--- config.mk ---
export PLATFORM = sky130hd
export DESIGN_NAME = stream_mux_ctrl
export DESIGN_NICKNAME = d
export VERILOG_FILES = /design/src/rtl/stream_mux_ctrl_pkg.sv /design/src/rtl/stream_mux_ctrl_axis_pkt_tracker.sv /design/src/rtl/stream_mux_ctrl.sv
export SDC_FILE = /design/constraint.sdc
export NUM_CORES = 1
export LEC_CHECK = 0
export CORE_MARGIN = 2
export CORE_UTILIZATION = 60
export CTS_CLUSTER_DIAMETER = 120
export DETAILED_ROUTE_END_ITERATION = 12
export GPL_TIMING_DRIVEN = 0
export PLACE_DENSITY = 0.8
export SYNTH_ARGS = -nofsm -noshare
export SYNTH_HDL_FRONTEND = slang
export SYNTH_SLANG_ARGS = --single-unit
--- constraint.sdc ---
create_clock -name clk -period 2.94 [get_ports clk]
set_input_delay 0.588 -clock clk [delete_from_list [all_inputs] [get_ports clk]]
set_output_delay 0.588 -clock clk [all_outputs]
set_load 0.02 [all_outputs]
--- src/rtl/stream_mux_ctrl_pkg.sv ---
// Shared definitions for the stream mux switch controller: FSM state
// encoding, parameter defaults and internal counter widths.
package stream_mux_ctrl_pkg;

  typedef enum logic [1:0] {
    ST_IDLE  = 2'd0,
    ST_DRAIN = 2'd1,
    ST_GATE  = 2'd2
  } state_e;

  localparam int DEF_SEL_WIDTH    = 1;
  localparam int DEF_GUARD_CYCLES = 4;
  localparam int DEF_TIMEOUT      = 1024;

  // The drain counter is wide enough for any practical TIMEOUT.
  // The guard counter covers GUARD_CYCLES up to 255.
  localparam int DRAIN_CNT_W = 32;
  localparam int GATE_CNT_W  = 8;

endpackage

--- src/rtl/stream_mux_ctrl_axis_pkt_tracker.sv ---
// Tracks whether the monitored AXI-Stream is in the middle of a packet.
// A beat handshake with tlast=0 opens or continues a packet. A handshake
// with tlast=1 closes it. The clear input abandons the current packet.
module axis_pkt_tracker
  import stream_mux_ctrl_pkg::*;
(
  input  logic clk,
  input  logic rst,
  input  logic tvalid,
  input  logic tready,
  input  logic tlast,
  input  logic clear,
  output logic in_packet,
  output logic boundary
);

  logic hs;
  logic in_packet_q;
  logic in_packet_d;

  assign hs        = tvalid & tready;
  assign boundary  = hs & tlast;
  assign in_packet = in_packet_q;

  // Next packet state: clear wins, otherwise follow the handshake's tlast.
  always_comb begin
    in_packet_d = in_packet_q;
    if (clear) begin
      in_packet_d = 1'b0;
    end else if (hs) begin
      in_packet_d = ~tlast;
    end else begin
      in_packet_d = in_packet_q;
    end
  end

  // In-packet flag register with synchronous reset.
  always_ff @(posedge clk) begin
    if (rst) begin
      in_packet_q <= 1'b0;
    end else begin
      in_packet_q <= in_packet_d;
    end
  end

endmodule

--- src/rtl/stream_mux_ctrl.sv ---
// Stream mux switch controller. It accepts a select/enable request, lets
// the current packet drain, and gates the mux off for a guard period while
// it changes select. It then re-enables the mux and pulses done. A drain
// that stalls too long is forced closed with a frame-drop command.
module stream_mux_ctrl
  import stream_mux_ctrl_pkg::*;
#(
  parameter int SEL_WIDTH    = DEF_SEL_WIDTH,
  parameter int GUARD_CYCLES = DEF_GUARD_CYCLES,
  parameter int TIMEOUT      = DEF_TIMEOUT
) (
  input  logic                 clk,
  input  logic                 rst,
  input  logic                 req_valid,
  output logic                 req_ready,
  input  logic [SEL_WIDTH-1:0] req_sel,
  input  logic                 req_enable,
  input  logic                 mon_tvalid,
  input  logic                 mon_tready,
  input  logic                 mon_tlast,
  output logic                 enable,
  output logic                 drop,
  output logic [SEL_WIDTH-1:0] sel,
  output logic                 done,
  output logic                 timeout_err
);

  state_e                 state_q, state_d;
  logic [SEL_WIDTH-1:0]   tgt_sel_q, tgt_sel_d;
  logic                   tgt_en_q, tgt_en_d;
  logic                   enable_q, enable_d;
  logic                   drop_q, drop_d;
  logic [SEL_WIDTH-1:0]   sel_q, sel_d;
  logic                   done_q, done_d;
  logic                   tmo_q, tmo_d;
  logic                   ready_q, ready_d;
  logic [DRAIN_CNT_W-1:0] drain_cnt_q, drain_cnt_d;
  logic [GATE_CNT_W-1:0]  gate_cnt_q, gate_cnt_d;

  logic mon_hs;
  logic in_packet;
  logic boundary;
  logic trk_clear;

  assign mon_hs = mon_tvalid & mon_tready;

  axis_pkt_tracker u_trk (
    .clk       (clk),
    .rst       (rst),
    .tvalid    (mon_tvalid),
    .tready    (mon_tready),
    .tlast     (mon_tlast),
    .clear     (trk_clear),
    .in_packet (in_packet),
    .boundary  (boundary)
  );

  // Next-state and next-output logic. Outputs hold unless a transition
  // changes them. done and timeout_err are single-cycle pulses.
  always_comb begin
    state_d     = state_q;
    tgt_sel_d   = tgt_sel_q;
    tgt_en_d    = tgt_en_q;
    enable_d    = enable_q;
    drop_d      = drop_q;
    sel_d       = sel_q;
    done_d      = 1'b0;
    tmo_d       = 1'b0;
    drain_cnt_d = drain_cnt_q;
    gate_cnt_d  = gate_cnt_q;
    trk_clear   = 1'b0;
    case (state_q)
      ST_IDLE: begin
        if (req_valid && ready_q) begin
          if ((req_sel == sel_q) && (req_enable == enable_q)) begin
            // Already where the request wants to be: acknowledge only.
            done_d = 1'b1;
          end else begin
            tgt_sel_d   = req_sel;
            tgt_en_d    = req_enable;
            drain_cnt_d = '0;
            state_d     = ST_DRAIN;
          end
        end else begin
          state_d = ST_IDLE;
        end
      end
      ST_DRAIN: begin
        if (boundary || (!in_packet && !mon_hs)) begin
          // Packet finished, or the stream is between packets: gate now.
          state_d    = ST_GATE;
          enable_d   = 1'b0;
          sel_d      = tgt_sel_q;
          drop_d     = 1'b0;
          gate_cnt_d = '0;
        end else if ((TIMEOUT > 0) &&
                     (drain_cnt_q == DRAIN_CNT_W'(TIMEOUT - 1))) begin
          // Stalled packet: force the switch and have the mux flush it.
          state_d    = ST_GATE;
          enable_d   = 1'b0;
          sel_d      = tgt_sel_q;
          drop_d     = 1'b1;
          tmo_d      = 1'b1;
          trk_clear  = 1'b1;
          gate_cnt_d = '0;
        end else begin
          drain_cnt_d = drain_cnt_q + DRAIN_CNT_W'(1);
        end
      end
      ST_GATE: begin
        if (gate_cnt_q == GATE_CNT_W'(GUARD_CYCLES - 1)) begin
          state_d  = ST_IDLE;
          enable_d = tgt_en_q;
          drop_d   = 1'b0;
          done_d   = 1'b1;
        end else begin
          gate_cnt_d = gate_cnt_q + GATE_CNT_W'(1);
        end
      end
      default: begin
        state_d  = ST_IDLE;
        enable_d = 1'b0;
        drop_d   = 1'b0;
      end
    endcase
    ready_d = (state_d == ST_IDLE);
  end

  // State and registered-output update with synchronous reset.
  always_ff @(posedge clk) begin
    if (rst) begin
      state_q     <= ST_IDLE;
      tgt_sel_q   <= '0;
      tgt_en_q    <= 1'b0;
      enable_q    <= 1'b0;
      drop_q      <= 1'b0;
      sel_q       <= '0;
      done_q      <= 1'b0;
      tmo_q       <= 1'b0;
      ready_q     <= 1'b0;
      drain_cnt_q <= '0;
      gate_cnt_q  <= '0;
    end else begin
      state_q     <= state_d;
      tgt_sel_q   <= tgt_sel_d;
      tgt_en_q    <= tgt_en_d;
      enable_q    <= enable_d;
      drop_q      <= drop_d;
      sel_q       <= sel_d;
      done_q      <= done_d;
      tmo_q       <= tmo_d;
      ready_q     <= ready_d;
      drain_cnt_q <= drain_cnt_d;
      gate_cnt_q  <= gate_cnt_d;
    end
  end

  assign req_ready   = ready_q;
  assign enable      = enable_q;
  assign drop        = drop_q;
  assign sel         = sel_q;
  assign done        = done_q;
  assign timeout_err = tmo_q;

endmodule

==> results.sh <==
export IMPL_synth_cells=335
export IMPL_drive_gt1_share_pct=7.042
export IMPL_diodes=0
export IMPL_cp_top_family="buffers and inverters"
export IMPL_powerDensity_nw_per_um2=425.6
export IMPL_drcViolationCount=0
export IMPL_rsz0062_at_grt="false"
export IMPL_path_cells="clkdlybuf4s50_1, xnor2_1, a2111oi_4, or2_2, clkbuf_1, clkbuf_1, a21oi_1"
export IMPL_cts_setup_buffers=0
export IMPL_nets=365
export IMPL_clk_latency_ps=300
export IMPL_row_count=24
export IMPL_p_int_w=0.0009908
export IMPL_finalSetupViolations=0
export IMPL_async_flop_share_pct=0
export IMPL_cp_required_ps=3110
export IMPL_crit_path_top_delay_cell="a2111oi_4"
export IMPL_grt_pass1_vias=2403
export IMPL_power_frac_clock_pct=36.6
export IMPL_clockBufferDepth=2
export IMPL_hold_class="flop to flop"
export IMPL_synth_yosys_seq_area_share_pct=37.18
export IMPL_start_util_pct=62.64
export IMPL_cts_root_buf="clkbuf_8"
export IMPL_first_iter_violations=264
export IMPL_power_w=0.001295
export IMPL_io_buffer_count=13
export IMPL_worstMarginPinSlew_ps=627.5
export IMPL_fin_crit_sh_pct=91.45
export IMPL_synth_edff_count=0
export IMPL_htreeDepth=2
export IMPL_critPathMaxStageDelay_ps=590
export IMPL_drt_wl_total_um=6758
export IMPL_grt_pass1_wl_um=11390
export IMPL_path_class="input port to flop"
export IMPL_cts_sinks=51
export IMPL_crit_buf_inv=3
export IMPL_yosys_warnings=0
export IMPL_finalSetupTns_ps=0
export IMPL_cts_repair_resized=0
export IMPL_antenna_left=0
export IMPL_final_hold_viol_count=0
export IMPL_cp_common_cell="clkbuf_1"
export IMPL_gp_congestion=0.9661
export IMPL_via_per_inst=6.489
export IMPL_slew_headroom_pct=57.78
export IMPL_syn_area_per_cell_um2=8.198
export IMPL_detail_route_wl_per_cell_um=16.60
export IMPL_cts_hold_buf=0
export IMPL_crit_path_end_kind="flop"
export IMPL_cts_tree="built"
export IMPL_ys_flop_type="dfxtp_1"
export IMPL_swShare_pct=23.52
export IMPL_syn_num_nets=345
export IMPL_whs_ps=492.8
export IMPL_status="completed"
export IMPL_antenna_found_initial=0
export IMPL_critPathLaunchType="input port"
export IMPL_ioPinCount=14
export IMPL_fp_dieH_um=71.66
export IMPL_grtUsageTotal_pct=27.68
export IMPL_area_delta_synth_final_pct=10.84
export IMPL_path_clk_slew_ps=90
export IMPL_cap_violations=0
export IMPL_leakage_nw=0.9709
export IMPL_dieArea_um2=5134
export IMPL_peakVddDrop_mv=0.2425
export IMPL_period_minus_slack_ps=2689
export IMPL_seqPwrFrac_pct=54.3
export IMPL_cp_max_fo=10
export IMPL_fillers=371
export IMPL_syn_area_um2=2746
export IMPL_timing_fmax_mhz=371.9
export IMPL_ys_seq_elements=51
export IMPL_dpl_hpwl_um=4921
export IMPL_die_width_um=71.66
export IMPL_final_max_slew_viol_count=0
export IMPL_overflow=0
export IMPL_cp_arrival_ps=2860
export IMPL_vias=2641
export IMPL_yosysUniqueCellTypes=51
export IMPL_p_sw_w=0.0003047
export IMPL_skew_ps=10.83
export IMPL_cts_made_buffers=5
export IMPL_mostFrequentLayoutCells="dfxtp_1 (51), a21oi_1 (32), nand2_1 (23), o21ai_0 (20)"
export IMPL_core_region_area_um2=4384
export IMPL_grt_max_degree=15
export IMPL_first_pass_iters=5
export IMPL_final_common_cell="dfxtp_1"
export IMPL_p_comb_share_pct=9.2
-- cell type report --
cell class	count	area, um^2	share of cell area (%)
tap	52	65.06	2.137
inverter	7	26.28	0.8631
timing repair buffer	13	130.1	4.275
buffer	24	120.1	3.946
clock buffer	6	72.57	2.384
multi-input combinational	253	1579	51.87
sequential	51	1021	33.54
clock inverter	1	30.03	0.9864
-- path summary, 6_finish.rpt --
| check | from | end | slack (ps) | cells after the start |
|---|---|---|---|---|
| hold / removal | drain_cnt_q[31]$_SDFFE_PP0P_ | drain_cnt_q[31]$_SDFFE_PP0P_ | 490 | 2 |
| setup / recovery | req_enable | drain_cnt_q[3]$_SDFFE_PP0P_ | 250 | 7 |
| hold reg to reg | drain_cnt_q[31]$_SDFFE_PP0P_ | drain_cnt_q[31]$_SDFFE_PP0P_ | 490 | 2 |
| setup reg to reg | drain_cnt_q[0]$_SDFFE_PP0P_ | gate_cnt_q[0]$_SDFFE_PP0P_ | 370 | 8 |
-- Yosys cell counts, types with 3 or more instances --
| cell type | n | share of area, % |
|---|---|---|
| and4_1 | 7 | 2.2 |
| buf_2 | 3 | 0.55 |
| dfxtp_1 | 51 | 37 |
| or3_2 | 3 | 0.82 |
| or4_1 | 10 | 2.7 |
| mux2i_1 | 6 | 2.2 |
| xor2_1 | 3 | 0.96 |
| or2_2 | 4 | 0.91 |
| and3_1 | 11 | 2.5 |
| nand3_1 | 17 | 3.1 |
| nor3_1 | 12 | 2.2 |
| nand4_1 | 14 | 3.2 |
| or3_1 | 12 | 2.7 |
| clkbuf_1 | 17 | 2.3 |
| nor2_1 | 18 | 2.5 |
| a21oi_1 | 32 | 5.8 |
| o211ai_1 | 3 | 0.82 |
| a21o_1 | 3 | 0.82 |
| nand2_1 | 23 | 3.1 |
| nor4_1 | 8 | 1.8 |
| inv_1 | 7 | 0.96 |
| o31ai_1 | 12 | 3.3 |
| xnor2_1 | 3 | 0.96 |
| buf_6 | 3 | 1.2 |
| o21ai_0 | 20 | 3.6 |
-- metrics by stage --
stage               utilization, %  area [um^2]  setup slack (ps)  std cells
global placement             67.09         2942            -43.38        400
detailed placement           67.09         2942            -37.85        400
global route                 69.43         3044             91.89        407
floorplan                        -         2746             734.0        335
finish                       69.43         3044             251.3        407
CTS                          69.43         3044             253.6        407
-- flip-flops by register name (all words and copies together), names as in the netlist --
name and count:
timeout_err 1, u_trk.in_packet 1, sel 1, tgt_en_q 1, drain_cnt_q 32, enable 1, gate_cnt_q 8, done 1
state_q 2, drop 1, req_ready 1, tgt_sel_q 1
-- metal layers --
metal  part of all wire (%)  track usage [%]  up-vias
met1                     47            39.53     1249
met3                    6.1            5.485        9
met2                     46            43.11       77
met5                      0                0        -
met4                    1.1            6.709        0
li1                       -                -     1306
-- worst reg2reg max path: cells and delay by family, from the launching register on --
family                     cells  cell delay [ps]
AOI/OAI and AO/OA              3              890
buffers and inverters          2              520
and+or+nand+nor                2              430
DFF                            1              400
adders and majority gates      1              210
-- power by group through the flow --
stage          logic [W]  clock network [W]  registers (W)
2_1_floorplan  0.0000743                  0       0.000720
3_3_place_gp    0.000116                  0       0.000719
3_5_place_dp    0.000117                  0       0.000719
4_1_cts         0.000117           0.000479       0.000703
5_1_grt         0.000128           0.000510       0.000705
6_report        0.000119           0.000474       0.000703
-- logic make-up (layout without fill, tap and decap cells) --
group	after synthesis	in the layout	share of synthesized area, %
and+or+nand+nor	154	154	32.16
buffers and inverters	31	51	5.330
adders and majority gates	2	2	0.9110
xor gates and xnor gates	6	6	1.914
muxes	6	6	2.187
AOI/OAI and AO/OA	85	85	20.32
DFF	51	51	37.18
(Power assumes the default switching activity.)
